<file path="src/rtl/alu_serial_seq.sv">
// Bit-serial add/subtract sequencer: walks operands LSB-first through an external
// 1-bit ALU slice, rebuilding the result and flags in local registers.
module alu_serial_seq #(
  parameter int WIDTH = 8
) (
  input  logic             clk,
  input  logic             rst_n,
  input  logic             in_valid,
  output logic             in_ready,
  input  logic [WIDTH-1:0] op_a,
  input  logic [WIDTH-1:0] op_b,
  input  logic             op_sub,
  output logic             alu_a,
  output logic             alu_b,
  output logic [1:0]       alu_opcode,
  output logic             alu_cin,
  input  logic             alu_result,
  input  logic             alu_cout,
  output logic             out_valid,
  input  logic             out_ready,
  output logic [WIDTH-1:0] result,
  output logic             carry_out,
  output logic             overflow,
  output logic             zero
);

  localparam int CW = (WIDTH > 2) ? $clog2(WIDTH) : 1;

  typedef enum logic [1:0] {
    IDLE = 2'd0,
    RUN  = 2'd1,
    DONE = 2'd2
  } state_t;

  state_t           state_q, state_d;
  logic [CW-1:0]    cnt_q, cnt_d;
  logic [WIDTH-1:0] a_q, a_d;
  logic [WIDTH-1:0] b_q, b_d;
  logic             sub_q, sub_d;
  logic [WIDTH-1:0] res_q, res_d;
  logic             carry_q, carry_d;
  logic             cout_q, cout_d;
  logic             ovf_q, ovf_d;
  logic             running;
  logic             last_bit;

  assign running  = (state_q == RUN);
  assign last_bit = (cnt_q == CW'(WIDTH - 1));

  always_ff @(posedge clk or negedge rst_n) begin
    if (!rst_n) begin
      state_q <= IDLE;
      cnt_q   <= '0;
      a_q     <= '0;
      b_q     <= '0;
      sub_q   <= 1'b0;
      res_q   <= '0;
      carry_q <= 1'b0;
      cout_q  <= 1'b0;
      ovf_q   <= 1'b0;
    end else begin
      state_q <= state_d;
      cnt_q   <= cnt_d;
      a_q     <= a_d;
      b_q     <= b_d;
      sub_q   <= sub_d;
      res_q   <= res_d;
      carry_q <= carry_d;
      cout_q  <= cout_d;
      ovf_q   <= ovf_d;
    end
  end

  always_comb begin
    state_d = state_q;
    cnt_d   = cnt_q;
    a_d     = a_q;
    b_d     = b_q;
    sub_d   = sub_q;
    res_d   = res_q;
    carry_d = carry_q;
    cout_d  = cout_q;
    ovf_d   = ovf_q;
    case (state_q)
      IDLE: begin
        if (in_valid) begin
          a_d     = op_a;
          b_d     = op_b;
          sub_d   = op_sub;
          cnt_d   = '0;
          carry_d = 1'b0;
          state_d = RUN;
        end
      end
      RUN: begin
        // The slice is purely combinational, so its answer for bit k is captured on this edge.
        res_d[cnt_q] = alu_result;
        carry_d      = alu_cout;
        cnt_d        = cnt_q + CW'(1);
        if (last_bit) begin
          cout_d  = alu_cout;
          ovf_d   = alu_cin ^ alu_cout;
          cnt_d   = '0;
          state_d = DONE;
        end
      end
      DONE: begin
        if (out_ready) begin
          state_d = IDLE;
        end
      end
      default: begin
        state_d = IDLE;
      end
    endcase
  end

  // Subtraction relies on the slice inverting B and the initial carry of 1 forming two's complement.
  assign alu_a      = running ? a_q[cnt_q] : 1'b0;
  assign alu_b      = running ? b_q[cnt_q] : 1'b0;
  assign alu_cin    = running ? ((cnt_q == '0) ? sub_q : carry_q) : 1'b0;
  assign alu_opcode = {1'b0, sub_q};

  assign in_ready  = (state_q == IDLE);
  assign out_valid = (state_q == DONE);
  assign result    = res_q;
  assign carry_out = cout_q;
  assign overflow  = ovf_q;
  assign zero      = (res_q == '0);

endmodule

</file>
<file path="config.mk">
export PLATFORM = sky130hd
export DESIGN_NAME = alu_serial_seq
export DESIGN_NICKNAME = d
export VERILOG_FILES = /design/src/rtl/alu_serial_seq.sv
export SDC_FILE = /design/constraint.sdc
export NUM_CORES = 1
export LEC_CHECK = 0
export ABC_AREA = 1
export BUFFER_PORTS_ARGS = -buffer_cell sky130_fd_sc_hd__buf_2
export CAP_MARGIN = 30
export CORE_AREA = 2 2 67 69
export DETAILED_ROUTE_END_ITERATION = 10
export DIE_AREA = 0 0 69 71
export HOLD_SLACK_MARGIN = 0.06
export SYNTH_ARGS = -nofsm -noshare
export SYNTH_HDL_FRONTEND = slang
export SYNTH_SLANG_ARGS = --single-unit
export TNS_END_PERCENT = 100
</file>
<file path="constraint.sdc">
create_clock -name clk -period 1.51 [get_ports clk]
set_clock_uncertainty 0.1 [all_clocks]
set_input_delay 0.2265 -clock clk [delete_from_list [all_inputs] [get_ports clk]]
set_output_delay 0.2265 -clock clk [all_outputs]
set_load 0.01 [all_outputs]
</file>
# Word level (Yosys, flattened, before mapping)

Cells that the tools add are included.
W data, S select, Z words.

Output and inout port bits: 18
Input port bits: 23
Register bits: 33
Word-level logic and storage cells: 48

$lt $le $gt $ge: 2
Bitwise operators: 1
Reduce and logical (&&, ||, !) cells: 9
Add/sub/neg operators: 1
Multiplexer cells: 20
Equality and inequality tests: 6

Operators by type and width:

| kind                  | count |
|---|---|
| $bwmux W8             | 1 |
| $logic_not A8 Y1      | 1 |
| $mux W1               | 8 |
| $bmux W1 S3           | 2 |
| $mux W2               | 3 |
| $mux W3               | 2 |
| $pmux W2 S3           | 1 |
| $pmux W3 S2           | 1 |
| $reduce_and A2 Y1     | 3 |
| $lt A3 B4 Y1 const B  | 1 |
| $ne A2 B1 Y1 const B  | 2 |
| $add A3 B1 Y3 const B | 1 |
| $demux W1 S3          | 1 |
| $eq A3 B3 Y1 const B  | 1 |
| $ge A3 B1 Y1 const B  | 1 |
| $logic_not A3 Y1      | 1 |
| $reduce_and A3 Y1     | 1 |
| $eq A2 B1 Y1 const B  | 1 |
| $eq A2 B2 Y1 const B  | 1 |
| $logic_not A2 Y1      | 1 |
| $ne A2 B2 Y1 const B  | 1 |
| $pmux W1 S2           | 1 |
| $reduce_bool A2 Y1    | 1 |
| $logic_and A1 B1 Y1   | 1 |
| $xor A1 B1 Y1         | 1 |

# Depth between registers and ports, before layout

Depth in word-level cells: 5
Depth in mapped cells: 8
Depth with buffers taken out: 7

# Worst setup path before layout

OpenSTA, ideal clock, no wires.

Kind: register to output
Start point: register cnt_q[1]
End point: output port alu_cin
Data required time: 1183 ps
Arrival time: 1197 ps
Cell stages (with the launch flop): 7
Slack: -13 ps
Path buffers: 1
Cell sequence: dfrtp_1 buf_2 clkinv_1 ha_1 nand3_1 nand3_1 inv_1

Cells in the longest elaborated chain, start to end: 3

Ends and longest elaborated chain:

| what                   | line | RTL |
|---|---|---|
| start, declared        | 36   | `logic [CW-1:0] cnt_q, cnt_d;` |
| start signal, assigned | 63   | `cnt_q <= cnt_d;` |
| $logic_not A3 Y1       | 121  | `assign alu_cin = running ? ((cnt_q == '0) ? sub_q : carry_q) : 1'b0;` |
| $mux W1 (2 in series)  | 121  |  |
| end, declared          | 16   | `output logic alu_cin,` |

No other way between the ends.

# Worst setup path in the final report

Start point: register cnt_q[0]
End point: output port alu_a

Cells in the longest elaborated chain, start to end: 3

Ends and longest elaborated chain:

| what                          | line | RTL |
|---|---|---|
| $bmux W1 S3                   | 119  | `assign alu_a = running ? a_q[cnt_q] : 1'b0;` |
| $mux W1 (not written as such) | 119  |  |
| $mux W1                       | 119  |  |
| end, declared                 | 13   | `output logic alu_a,` |

No other way between the ends. The select of a mux whose other input is x is not followed.

==> out/summary.md <==
The flow ran to the end, but the final reports show violations. The checks that failed: negative setup slack. The tools report the maximum buffer depth of the clock tree as 2. The run gives 0 as the number of hold violations in the final report.

Synthesis inferred 33 register bits. The worst-case hold slack came out at 0.0757 ns. After detailed routing, the number of remaining DRC violations is 0. Entering global routing, the biggest net connects 34 pins.

After synthesis, the most frequently instantiated cells are nand2_1, dfrtp_1, mux2_2, nor2_1. The top cell type by area accounts for 51.0% of the synthesized area. The synthesized netlist contains 28 unique library cells. At the later pin of the worst-skew pair, clock insertion delay measures 0.28 ns.

The run gives 14.2% as the global-route total usage across every layer. The number of nets handed over by synthesis was 197. The placed instances occupy a cell area of 1920 sq um. Worst setup path category: flip-flop to output pin. The count of antenna-violating nets left after detailed routing is 0, and the clock period minus final worst setup slack is 1.76 ns. Across the run, the number of max-cap violations was 0. The first global-routing pass estimated 5540 um of wire. The synthesized netlist occupies a cell area of 1620 sq um. Setup repair after global routing could not meet its margin everywhere. TritonCTS built the clock tree.

The logs give 0.832 mV for the maximum vdd drop and 0 for the number of antenna violations at the first check in global routing. The cell taking the most area after synthesis was dfrtp_1. Along the worst path, the maximum fanout reaches 10. The via count of the first global-routing pass is 1280, and the count of input and output buffers is 39. Dividing the detail-routed via count by the number of cells gives 4.71. The total length of routed wires is 3260 um, and the global route total overflow is 0. The die covers 4900 sq um.

41 I/O pins were placed. In this run the most critical hold path is launched from op_a[6]. For the total power, the log shows 4.44 mW.

STA classifies the critical path startpoint as a flip-flop. The share of total power in sequential cells is 36.4%. Traced cell by cell, the critical path runs through inv_2, buf_12, nand2_2, nand2_1, nand2_1, nand2_1, nand2_1, a21oi_2, buf_2. In this design, the critical path's most frequently occurring cell is nand2_1.

The tools report the number of optimization iterations in the first detailed-route pass as 4. The initial detailed-routing violation count is 26, and the standard-cell row count is 24. The logs give 49.5% for the core utilization of the finished layout and 171 for the synthesized instance count.

The logs give -0.253 ns for the final setup slack of the worst path and 567 MHz for the maximum clock frequency. The total number of nets in the final design was 252. The congestion estimate from routability-driven global placement came to 0.725. The arrival time reported for the critical path endpoint is 1.44 ns. The startpoint identified for the worst register-to-register timing path is cnt_q[0].

Summed over all nets, the switching power comes to 1.71 mW. Of the total power, combinational logic draws 48.6%. At the worst endpoint, the required time is 1.18 ns.

The slowest stage of the critical path belongs to the cell dfrtp_1. The number of enable-type register cells in the synthesized netlist is 0. The tools report the buffer cell driving the clock tree root as clkbuf_8.

Among all flip-flop cells after synthesis, the most frequent one is dfrtp_1. Internal power comes to 2.73 mW. The area growth from synthesis to layout is 28.6%. The finished cells cover 2080 sq um. Detailed placement ended at an HPWL of 2350 um. For this design the ratio of total power to cell area is 2130 nW/um^2. The logs give 4200 sq um for the area of the core and 0 for the number of max-slew violations in the final report. Post-synthesis sequential area ratio: 51.0%. The initial standard-cell utilization of the core was 38.5%; the final routed wire length divided by cell count was 11.7 um.

Origin of the worst setup path: cnt_q[0]. By area the synthesized netlist is led by dfrtp_1, nand2_1, mux2_4. After detailed placement, the design holds a cell count of 266.

The H-tree generated during clock tree synthesis spans 2 levels. The total clock buffers created by CTS was 5. The post-placement setup slack came out at -0.0118 ns. The number of antenna diodes in the final layout is 0. On the worst path, the slowest cell contributes a delay of 0.40 ns.

The die span in y was 71 um; the part of the total power dissipated in the clock network was 15.0%. The tools report the final non-filler cell total as 278. Summed over all cells, the static leakage comes to 1.08 nW. The endpoint type of the worst setup path was an output pin. Setup total negative slack on the finished layout was measured at -0.826 ns.

The fraction of the cycle the final worst path needs was 117%; the number of clock sinks was 33. Setup violations remaining at the end of the flow were counted as 5. The path class of the tightest hold or removal check is primary input to flip-flop.

Cells with a size suffix above 1 make up 39.8% of the layout. Async set-or-reset flop fraction in the synthesized netlist: 100%. The run gives 0 as the count of warnings emitted by yosys. The final route contains 1309 vias.

The most frequently used cell type in the post-synthesis netlist was nand2_1. The die is 69 um wide. After clock tree synthesis, the clock-pin slew on the worst setup and hold paths is 0.06 ns. The mean post-synth cell area is 9.47 sq um, and the switching part of the total is 38.4%.
==> state kept, by name (all words and copies together) (netlist names) <==
register   cells
a_q            8
b_q            8
result         8
cnt_q          3
state_q        2
carry_out      1
carry_q        1
overflow       1
sub_q          1
==> cell families after synthesis <==
logic type | count (synthesis) | synth area share (%)
and+or+nand+nor | 82 | 22.1
DFF | 33 | 51.0
AOI/OAI and AO/OA | 19 | 6.26
buffers and inverters | 17 | 5.33
muxes | 16 | 12.8
adders and majority gates | 3 | 2.32
other | 1 | 0.232
==> layout make-up <==
| cell class | instances | area [sq um] |
|---|---|---|
| inverter | 11 | 43.8 |
| clock buffer | 7 | 86.3 |
| multi-input combinational | 121 | 736 |
| fill | 431 | 2120 |
| tap | 52 | 65.1 |
| sequential | 33 | 826 |
| timing repair buffer | 54 | 325 |
==> worst paths after layout <==
kind                             endpoint  slack, ns  cells after the start
worst min-delay path               a_q[6]       0.08                      2
worst max-delay path                alu_a      -0.25                      9
min in group asynchronous          a_q[7]       0.41                      3
worst min register to register  carry_out       0.38                      2
worst max register to register   cnt_q[0]      -0.05                      5
max in group asynchronous          b_q[2]       0.60                      3
==> worst max-delay path, delay by kind of cell (launching register included) <==
family                 cells  cell delay [ns]
and+or+nand+nor            5             0.24
buffers and inverters      3             0.34
DFF                        1             0.40
AOI/OAI and AO/OA          1             0.16
==> per-layer routing <==
layer	GRT usage [%]	routed length (um)	share of wire [%]	up-vias
met5	0	0	0	-
met4	5.88	80	2.5	0
met3	3.42	136	4.2	9
met2	24.5	1560	48	32
met1	17.0	1480	45	600
li1	-	-	-	668
==> power groups by stage <==
stage	logic (mW)	registers [mW]	clock network (mW)
final	2.16	1.62	0.665
after global routing	2.42	1.67	0.715
after CTS	2.16	1.62	0.689
after detailed placement	2.06	1.62	0
after global placement	2.02	1.61	0
after floorplan	1.34	1.63	0
==> cells in the final DEF (no fill, tap or decap), types with 2 or more instances in the layout <==
cell           count
inv_1              6
o21ai_1            2
nand2_2            3
mux2_4             7
a21oi_2            2
nand2_1           52
mux2_2             9
nand3_1            5
dfrtp_1           33
o21ai_0            8
dlygate4sd3_1      2
buf_2             39
clkbuf_8           6
ha_1               3
inv_2              3
nor2_1             9
clkinv_2           2
a21oi_1            4
nand4_1            5
buf_4             12
nand2_4            2
==> what timing repair did <==
| action | CTS | global route |
|---|---|---|
| setup buffers | 2 | 1 |
| pin swaps | 2 | 2 |
| endpoints found under the setup margin | 5 | 12 |
| gates resized for setup | 6 | 3 |
| endpoints found under the hold margin | 34 | 0 |
| hold buffers | 2 | 0 |
(Power assumes the default switching activity.)
